--- config.mk ---
export PLATFORM = sky130hd
export DESIGN_NAME = frac_clk_divider_flat
export DESIGN_NICKNAME = d
export VERILOG_FILES = /design/src/rtl/frac_clk_divider_if.sv /design/src/rtl/frac_clk_divider.sv /design/src/flat_wrapper.sv
export SDC_FILE = /design/constraint.sdc
export NUM_CORES = 1
export LEC_CHECK = 0
export BUFFER_PORTS_ARGS = -buffer_cell sky130_fd_sc_hd__buf_2
export CORE_MARGIN = 3
export CORE_UTILIZATION = 55
export DETAILED_ROUTE_END_ITERATION = 6
export HOLD_SLACK_MARGIN = 0.03
export PLACE_DENSITY_LB_ADDON = 0.08
export SLEW_MARGIN = 10
export SYNTH_ARGS = -nofsm -noshare
export SYNTH_HDL_FRONTEND = slang
export SYNTH_SLANG_ARGS = --single-unit
--- constraint.sdc ---
create_clock -name clk_100MHz -period 4.4 [get_ports clk_100MHz]
set_input_delay 0.88 -clock clk_100MHz [delete_from_list [all_inputs] [get_ports clk_100MHz]]
set_output_delay 0.88 -clock clk_100MHz [all_outputs]
set_load 0.1 [all_outputs]
--- src/rtl/frac_clk_divider_if.sv ---
// rtl/frac_clk_divider_if.sv - configuration handshake bundle for the fractional clock divider
//
// Signals:
//   cfg_valid  master -> slave  a new increment/modulus pair is offered
//   cfg_inc    master -> slave  offered increment (ACC_W bits)
//   cfg_mod    master -> slave  offered modulus (ACC_W bits)
//   cfg_ready  slave -> master  no configuration is pending, an offer will be taken
//   cfg_err    slave -> master  one-cycle pulse when a taken offer is rejected
interface frac_clk_divider_if #(
    parameter int ACC_W = 16
);
    logic             cfg_valid;
    logic [ACC_W-1:0] cfg_inc;
    logic [ACC_W-1:0] cfg_mod;
    logic             cfg_ready;
    logic             cfg_err;

    modport master (
        output cfg_valid, cfg_inc, cfg_mod,
        input  cfg_ready, cfg_err
    );

    modport slave (
        input  cfg_valid, cfg_inc, cfg_mod,
        output cfg_ready, cfg_err
    );
endinterface

--- src/rtl/frac_clk_divider.sv ---
// rtl/frac_clk_divider.sv - fractional-N clock divider, f_out = f_clk * inc / mod
//
// Ports:
//   clk_100MHz  in   single clock, all state on its rising edge
//   reset_n     in   asynchronous active-low reset
//   en          in   run enable; low clears the accumulator and parks clk_out at 0
//   cfg         if   slave side of the configuration handshake
//   clk_out     out  registered divided clock
//   clk_en      out  one-cycle pulse in the first cycle clk_out reads 1
module frac_clk_divider #(
    parameter int ACC_W   = 16,
    parameter int DEF_INC = 1007,
    parameter int DEF_MOD = 4000
) (
    input  logic               clk_100MHz,
    input  logic               reset_n,
    input  logic               en,
    frac_clk_divider_if.slave  cfg,
    output logic               clk_out,
    output logic               clk_en
);

    if (DEF_INC <= 0 || 2 * DEF_INC > DEF_MOD || (ACC_W < 31 && DEF_MOD >= (1 << ACC_W)))
    begin : g_bad_defaults
        $error("frac_clk_divider: default increment/modulus out of range");
    end

    localparam logic [ACC_W-1:0] DEF_INC_V = DEF_INC[ACC_W-1:0];
    localparam logic [ACC_W-1:0] DEF_MOD_V = DEF_MOD[ACC_W-1:0];

    // acc stays below mod and 2*inc <= mod, so acc + 2*inc < 2*mod fits in ACC_W+1 bits.
    logic [ACC_W:0]   acc_q, acc_d;
    logic [ACC_W-1:0] inc_q, inc_d;
    logic [ACC_W-1:0] mod_q, mod_d;
    logic [ACC_W-1:0] pend_inc_q, pend_inc_d;
    logic [ACC_W-1:0] pend_mod_q, pend_mod_d;
    logic             pend_q, pend_d;
    logic             clk_out_q, clk_out_d;
    logic             clk_en_q, clk_en_d;
    logic             cfg_err_q, cfg_err_d;

    logic [ACC_W:0]   sum;
    logic [ACC_W:0]   sum_wrap;
    logic             tick;
    logic             rise;
    logic             accept;
    logic             cfg_ok;
    logic             apply;

    assign sum      = acc_q + {inc_q, 1'b0};
    assign sum_wrap = sum - {1'b0, mod_q};
    assign tick     = en && (sum >= {1'b0, mod_q});
    assign rise     = tick && !clk_out_q;

    // Only one configuration may be in flight; offers are ignored while one is pending.
    assign accept   = cfg.cfg_valid && !pend_q;
    assign cfg_ok   = (cfg.cfg_inc != '0) && (cfg.cfg_mod != '0) &&
                      ({cfg.cfg_inc, 1'b0} <= {1'b0, cfg.cfg_mod});

    // Switching only at a rising edge of clk_out keeps the old high/low phases intact;
    // with en low the output is already parked at 0 so any edge is safe.
    assign apply    = pend_q && (rise || !en);

    always_comb begin
        acc_d      = acc_q;
        inc_d      = inc_q;
        mod_d      = mod_q;
        pend_inc_d = pend_inc_q;
        pend_mod_d = pend_mod_q;
        pend_d     = pend_q;
        clk_out_d  = clk_out_q;
        clk_en_d   = 1'b0;
        cfg_err_d  = 1'b0;

        if (!en) begin
            acc_d     = '0;
            clk_out_d = 1'b0;
        end else begin
            if (tick) begin
                acc_d     = sum_wrap;
                clk_out_d = !clk_out_q;
            end else begin
                acc_d     = sum;
            end
            clk_en_d = rise;
        end

        if (apply) begin
            inc_d  = pend_inc_q;
            mod_d  = pend_mod_q;
            acc_d  = '0;
            pend_d = 1'b0;
        end

        if (accept) begin
            if (cfg_ok) begin
                pend_d     = 1'b1;
                pend_inc_d = cfg.cfg_inc;
                pend_mod_d = cfg.cfg_mod;
            end else begin
                cfg_err_d  = 1'b1;
            end
        end
    end

    always_ff @(posedge clk_100MHz or negedge reset_n) begin
        if (!reset_n) begin
            acc_q      <= '0;
            inc_q      <= DEF_INC_V;
            mod_q      <= DEF_MOD_V;
            pend_inc_q <= '0;
            pend_mod_q <= '0;
            pend_q     <= 1'b0;
            clk_out_q  <= 1'b0;
            clk_en_q   <= 1'b0;
            cfg_err_q  <= 1'b0;
        end else begin
            acc_q      <= acc_d;
            inc_q      <= inc_d;
            mod_q      <= mod_d;
            pend_inc_q <= pend_inc_d;
            pend_mod_q <= pend_mod_d;
            pend_q     <= pend_d;
            clk_out_q  <= clk_out_d;
            clk_en_q   <= clk_en_d;
            cfg_err_q  <= cfg_err_d;
        end
    end

    assign clk_out       = clk_out_q;
    assign clk_en        = clk_en_q;
    assign cfg.cfg_ready = !pend_q;
    assign cfg.cfg_err   = cfg_err_q;

endmodule

--- src/flat_wrapper.sv ---
// flat-port wrapper written by rule: the top's interface ports become plain ports
module frac_clk_divider_flat 
#(
    parameter int ACC_W   = 16,
    parameter int DEF_INC = 1007,
    parameter int DEF_MOD = 4000
)
  (clk_100MHz, reset_n, en, clk_out, clk_en, cfg_cfg_valid, cfg_cfg_inc, cfg_cfg_mod, cfg_cfg_ready, cfg_cfg_err);
  frac_clk_divider_if #(.ACC_W(ACC_W)) cfg_i ();
  input  logic clk_100MHz;
  input  logic reset_n;
  input  logic en;
  output logic clk_out;
  output logic clk_en;
  input wire logic [$bits(cfg_i.cfg_valid)-1:0] cfg_cfg_valid;
  input wire logic [$bits(cfg_i.cfg_inc)-1:0] cfg_cfg_inc;
  input wire logic [$bits(cfg_i.cfg_mod)-1:0] cfg_cfg_mod;
  output wire logic [$bits(cfg_i.cfg_ready)-1:0] cfg_cfg_ready;
  output wire logic [$bits(cfg_i.cfg_err)-1:0] cfg_cfg_err;
  assign cfg_i.cfg_valid = cfg_cfg_valid;
  assign cfg_i.cfg_inc = cfg_cfg_inc;
  assign cfg_i.cfg_mod = cfg_cfg_mod;
  assign cfg_cfg_ready = cfg_i.cfg_ready;
  assign cfg_cfg_err = cfg_i.cfg_err;
  frac_clk_divider #(.ACC_W(ACC_W), .DEF_INC(DEF_INC), .DEF_MOD(DEF_MOD)) u_core (.clk_100MHz(clk_100MHz), .reset_n(reset_n), .en(en), .cfg(cfg_i), .clk_out(clk_out), .clk_en(clk_en));
endmodule
==> key figures <==
Status
  – Status: finished, final reports clean

Synthesis
  – Register bit total from synthesis: 85
  – Synth top area share: 32.06%
  – Seq/Total Area, Yosys: about 39%
  – Cell Area, Synth: roughly 5500 um^2
  – Synth async-reset ratio: 100.0%
  – Yosys warns: 0
  – Top FF cell, synth: dfrtp_1
  – Synth area leader: dfrtp_1
  – Yosys cell types: 70
  – Syn_area_per_cell: between 10 and 15 um^2
  – Syn Nets: 601
  – Cell count after synthesis: between 500 and 600
  – Top cells by area, synth: dfrtp_1, ha_1, mux2_1, dfstp_2, mux2_2
  – Post-synth EDFFs: 0

CTS
  – CTS tree: done
  – CTS Buffer Depth: 2
  – Root Driver: clkbuf_8
  – Clk sinks: between 80 and 90
  – H-Tree Depth: 3
  – Total CTS buffers: 9
  – Cts hold-fix bufs: 0
  – Clock Pin Slew Worst Setup and Hold Paths: 0.09 ns
  – Worst-Skew Late Latency: 0.36 ns

Finish
  – Layout cells sized above 1: between 20% and 30%
  – ANT cells: 0
  – Commonest non-fill, non-tap cell in the layout: dfrtp_1
  – Design Area, Final: around 6200 um^2
  – Nets: 650
  – Post-layout util: 65.91%
  – Fillers: between 700 and 800
  – Most frequent cells in the layout: dfrtp_1, inv_1, ha_1, mux2_1, buf_2
  – Synthesis-to-layout area growth: 14.11%

Worst setup path
  – Largest stage delay on the critical path: roughly 0.56 ns
  – Critical Path Sink Type: register
  – Startpoint class of the critical path: register
  – CP Data Required Time: 4.64 ns
  – Slowest library cell on the worst path: dfstp_2
  – Most used cell, CP: o31a_1
  – Critical path arrival: between 4 and 5 ns
  – Worst r2r src: u_core.inc_q[0]
  – R2R cell count: 18
  – Reg2Reg Setup Slack: ~0.15 ns
  – Crit-path cells: ha_4 -> inv_1 -> fa_2 -> nor2b_2 -> o31a_1 -> o31a_1 -> buf_6 -> a311o_1 -> o311ai_2 -> ha_1 -> and2_4 -> and3_4 -> nand3_2 -> a21boi_2 -> o22ai_4 -> a31oi_4 -> clkbuf_16 -> mux2_2
  – Worst r2r dst: u_core.mod_q[15]
  – CP Class: register to register
  – Worst Path Max Fanout: 8

Global routing
  – First-pass GRT wire length: about 20,000 um
  – Global Route Usage Sum: between 20% and 30%
  – Grt ovf: 0
  – Vias in the first global route: 4,106
  – Largest net degree at the start of global routing: 61
  – Initial antenna violation count: 0

Place
  – Placed Area: 5791 um^2
  – DP HPWL: between 9000 and 10,000 um
  – Routability cong.: between 0.8 and 0.9
  – Port Buffers: 39

Floorplanning
  – # rows: 35
  – IO Count: 40
  – Die Span Y: roughly 110 um
  – Core box area: between 9000 and 10,000 um^2
  – Initial Util: 57.76%
  – Die width: around 110 um
  – Die area: approximately 11,000 um^2

STA
  – Relative slew margins: 47.77%
  – TNS Setup: 0 ns
  – Worst-Margin Slew: ~0.78 ns
  – Fmax: about 0.24 GHz
  – Setup-failing EPs final: 0
  – Clock Skew: 0.01615 ns
  – Final min period: ~4.3 ns
  – Crit share post-route: between 90% and 100%
  – Final-report hold violation count: 0
  – Count of pins over their slew limit: 0

Drt
  – Post-Route WL: between 10,000 and 15,000 um
  – DRT iter0 DRCs: 178
  – Drt wl/cell: between 15 and 20 um
  – Routed Antenna Nets: 0
  – DRC viols: 0
  – Vias: ~4,200
  – First drt pass iteration count: 5
  – Vias/cell: roughly 6.0

Job
  – Max-cap violations: 0

Worst hold path
  – Worst hold path type: register to register
  – Hold_sp: u_core.pend_mod_q[10]
  – Hold Path Stages: 1
  – Min-Delay Endpoint: u_core.pend_mod_q[10]
==> critical path: cells and delay by family (launching register included) <==
kind	cells	cell delay (ns)
DFF	1	0.56
adders and majority gates	3	0.84
and+or+nand+nor	4	0.58
muxes	1	0.33
AOI/OAI and AO/OA	7	1.37
buffers and inverters	3	0.46
==> metal layers <==
| metal | global-route usage [%] | share of wire, % |
|---|---|---|
| met5 | 0 | 0 |
| met4 | 6.013 | 1.4 |
| met3 | 3.552 | 4.3 |
| met2 | 36.66 | 46 |
| met1 | 33.02 | 48 |
==> state kept, by name (all words and copies together), names as in the netlist <==
signal              cells
u_core.pend_q           1
u_core.inc_q           16
u_core.pend_inc_q      16
u_core.clk_out          1
u_core.acc_q           17
u_core.pend_mod_q      16
u_core.cfg.cfg_err      1
u_core.mod_q           16
u_core.clk_en           1
==> cells in the mapped netlist, types with 12 or more instances <==
master	n
dfrtp_1	70
inv_1	47
ha_1	46
mux2_1	42
a21oi_1	35
mux2_2	23
nor2_1	23
nand3_1	22
dfstp_2	15
o21ai_0	13
xnor2_1	12
==> cell families after synthesis <==
logic type | synth area share (%)
mux | 13.58
buf+inv | 5.290
flops | 39.27
xor+xnor | 3.687
compound gates | 16.92
simple gates | 9.984
fa+ha+maj | 11.27
==> how the worst max path moves through the flow <==
stage / from / to / cells after the start
2_1_floorplan: u_core.inc_q[0] / u_core.mod_q[12] / 17
3_3_place_gp: u_core.inc_q[0] / u_core.inc_q[12] / 17
3_5_place_dp: u_core.inc_q[0] / u_core.inc_q[14] / 17
4_1_cts: u_core.inc_q[0] / u_core.mod_q[0] / 18
5_1_grt: u_core.inc_q[0] / u_core.mod_q[4] / 18
6_report: u_core.inc_q[0] / u_core.mod_q[15] / 18
==> cell type report <==
cell class	instances	area [um^2]	share of cell area, %
Multi-Input combinational cell	367	3129	50.19
Inverter	47	176.4	2.830
Sequential cell	85	2146	34.42
Timing Repair Buffer	56	397.9	6.382
Clock inverter	6	96.34	1.545
Clock buffer	10	127.6	2.047
Tap cell	129	161.4	2.589
==> metrics by stage <==
stage | hold WS (ns) | instances | setup slack (ns)
global route | 0.5076 | 700 | -0.006675
global placement | 0.4660 | 676 | 0.1246
finish | 0.4896 | 700 | 0.1478
detailed placement | 0.4728 | 676 | 0.008878
floorplan | 0.4522 | 517 | 0.2982
CTS | 0.4932 | 692 | 0.02823
==> repair_timing <==
item / in CTS / in global routing
gates cloned: 0 / 4
endpoints found under the setup margin: 17 / 51
resized for setup: 1 / 18
setup buffers: 0 / 4
pin swaps: 0 / 10
Power is left out: the tool's default activity adds up to more than one toggle a clock period on the data nets, which glitch-free logic cannot reach.
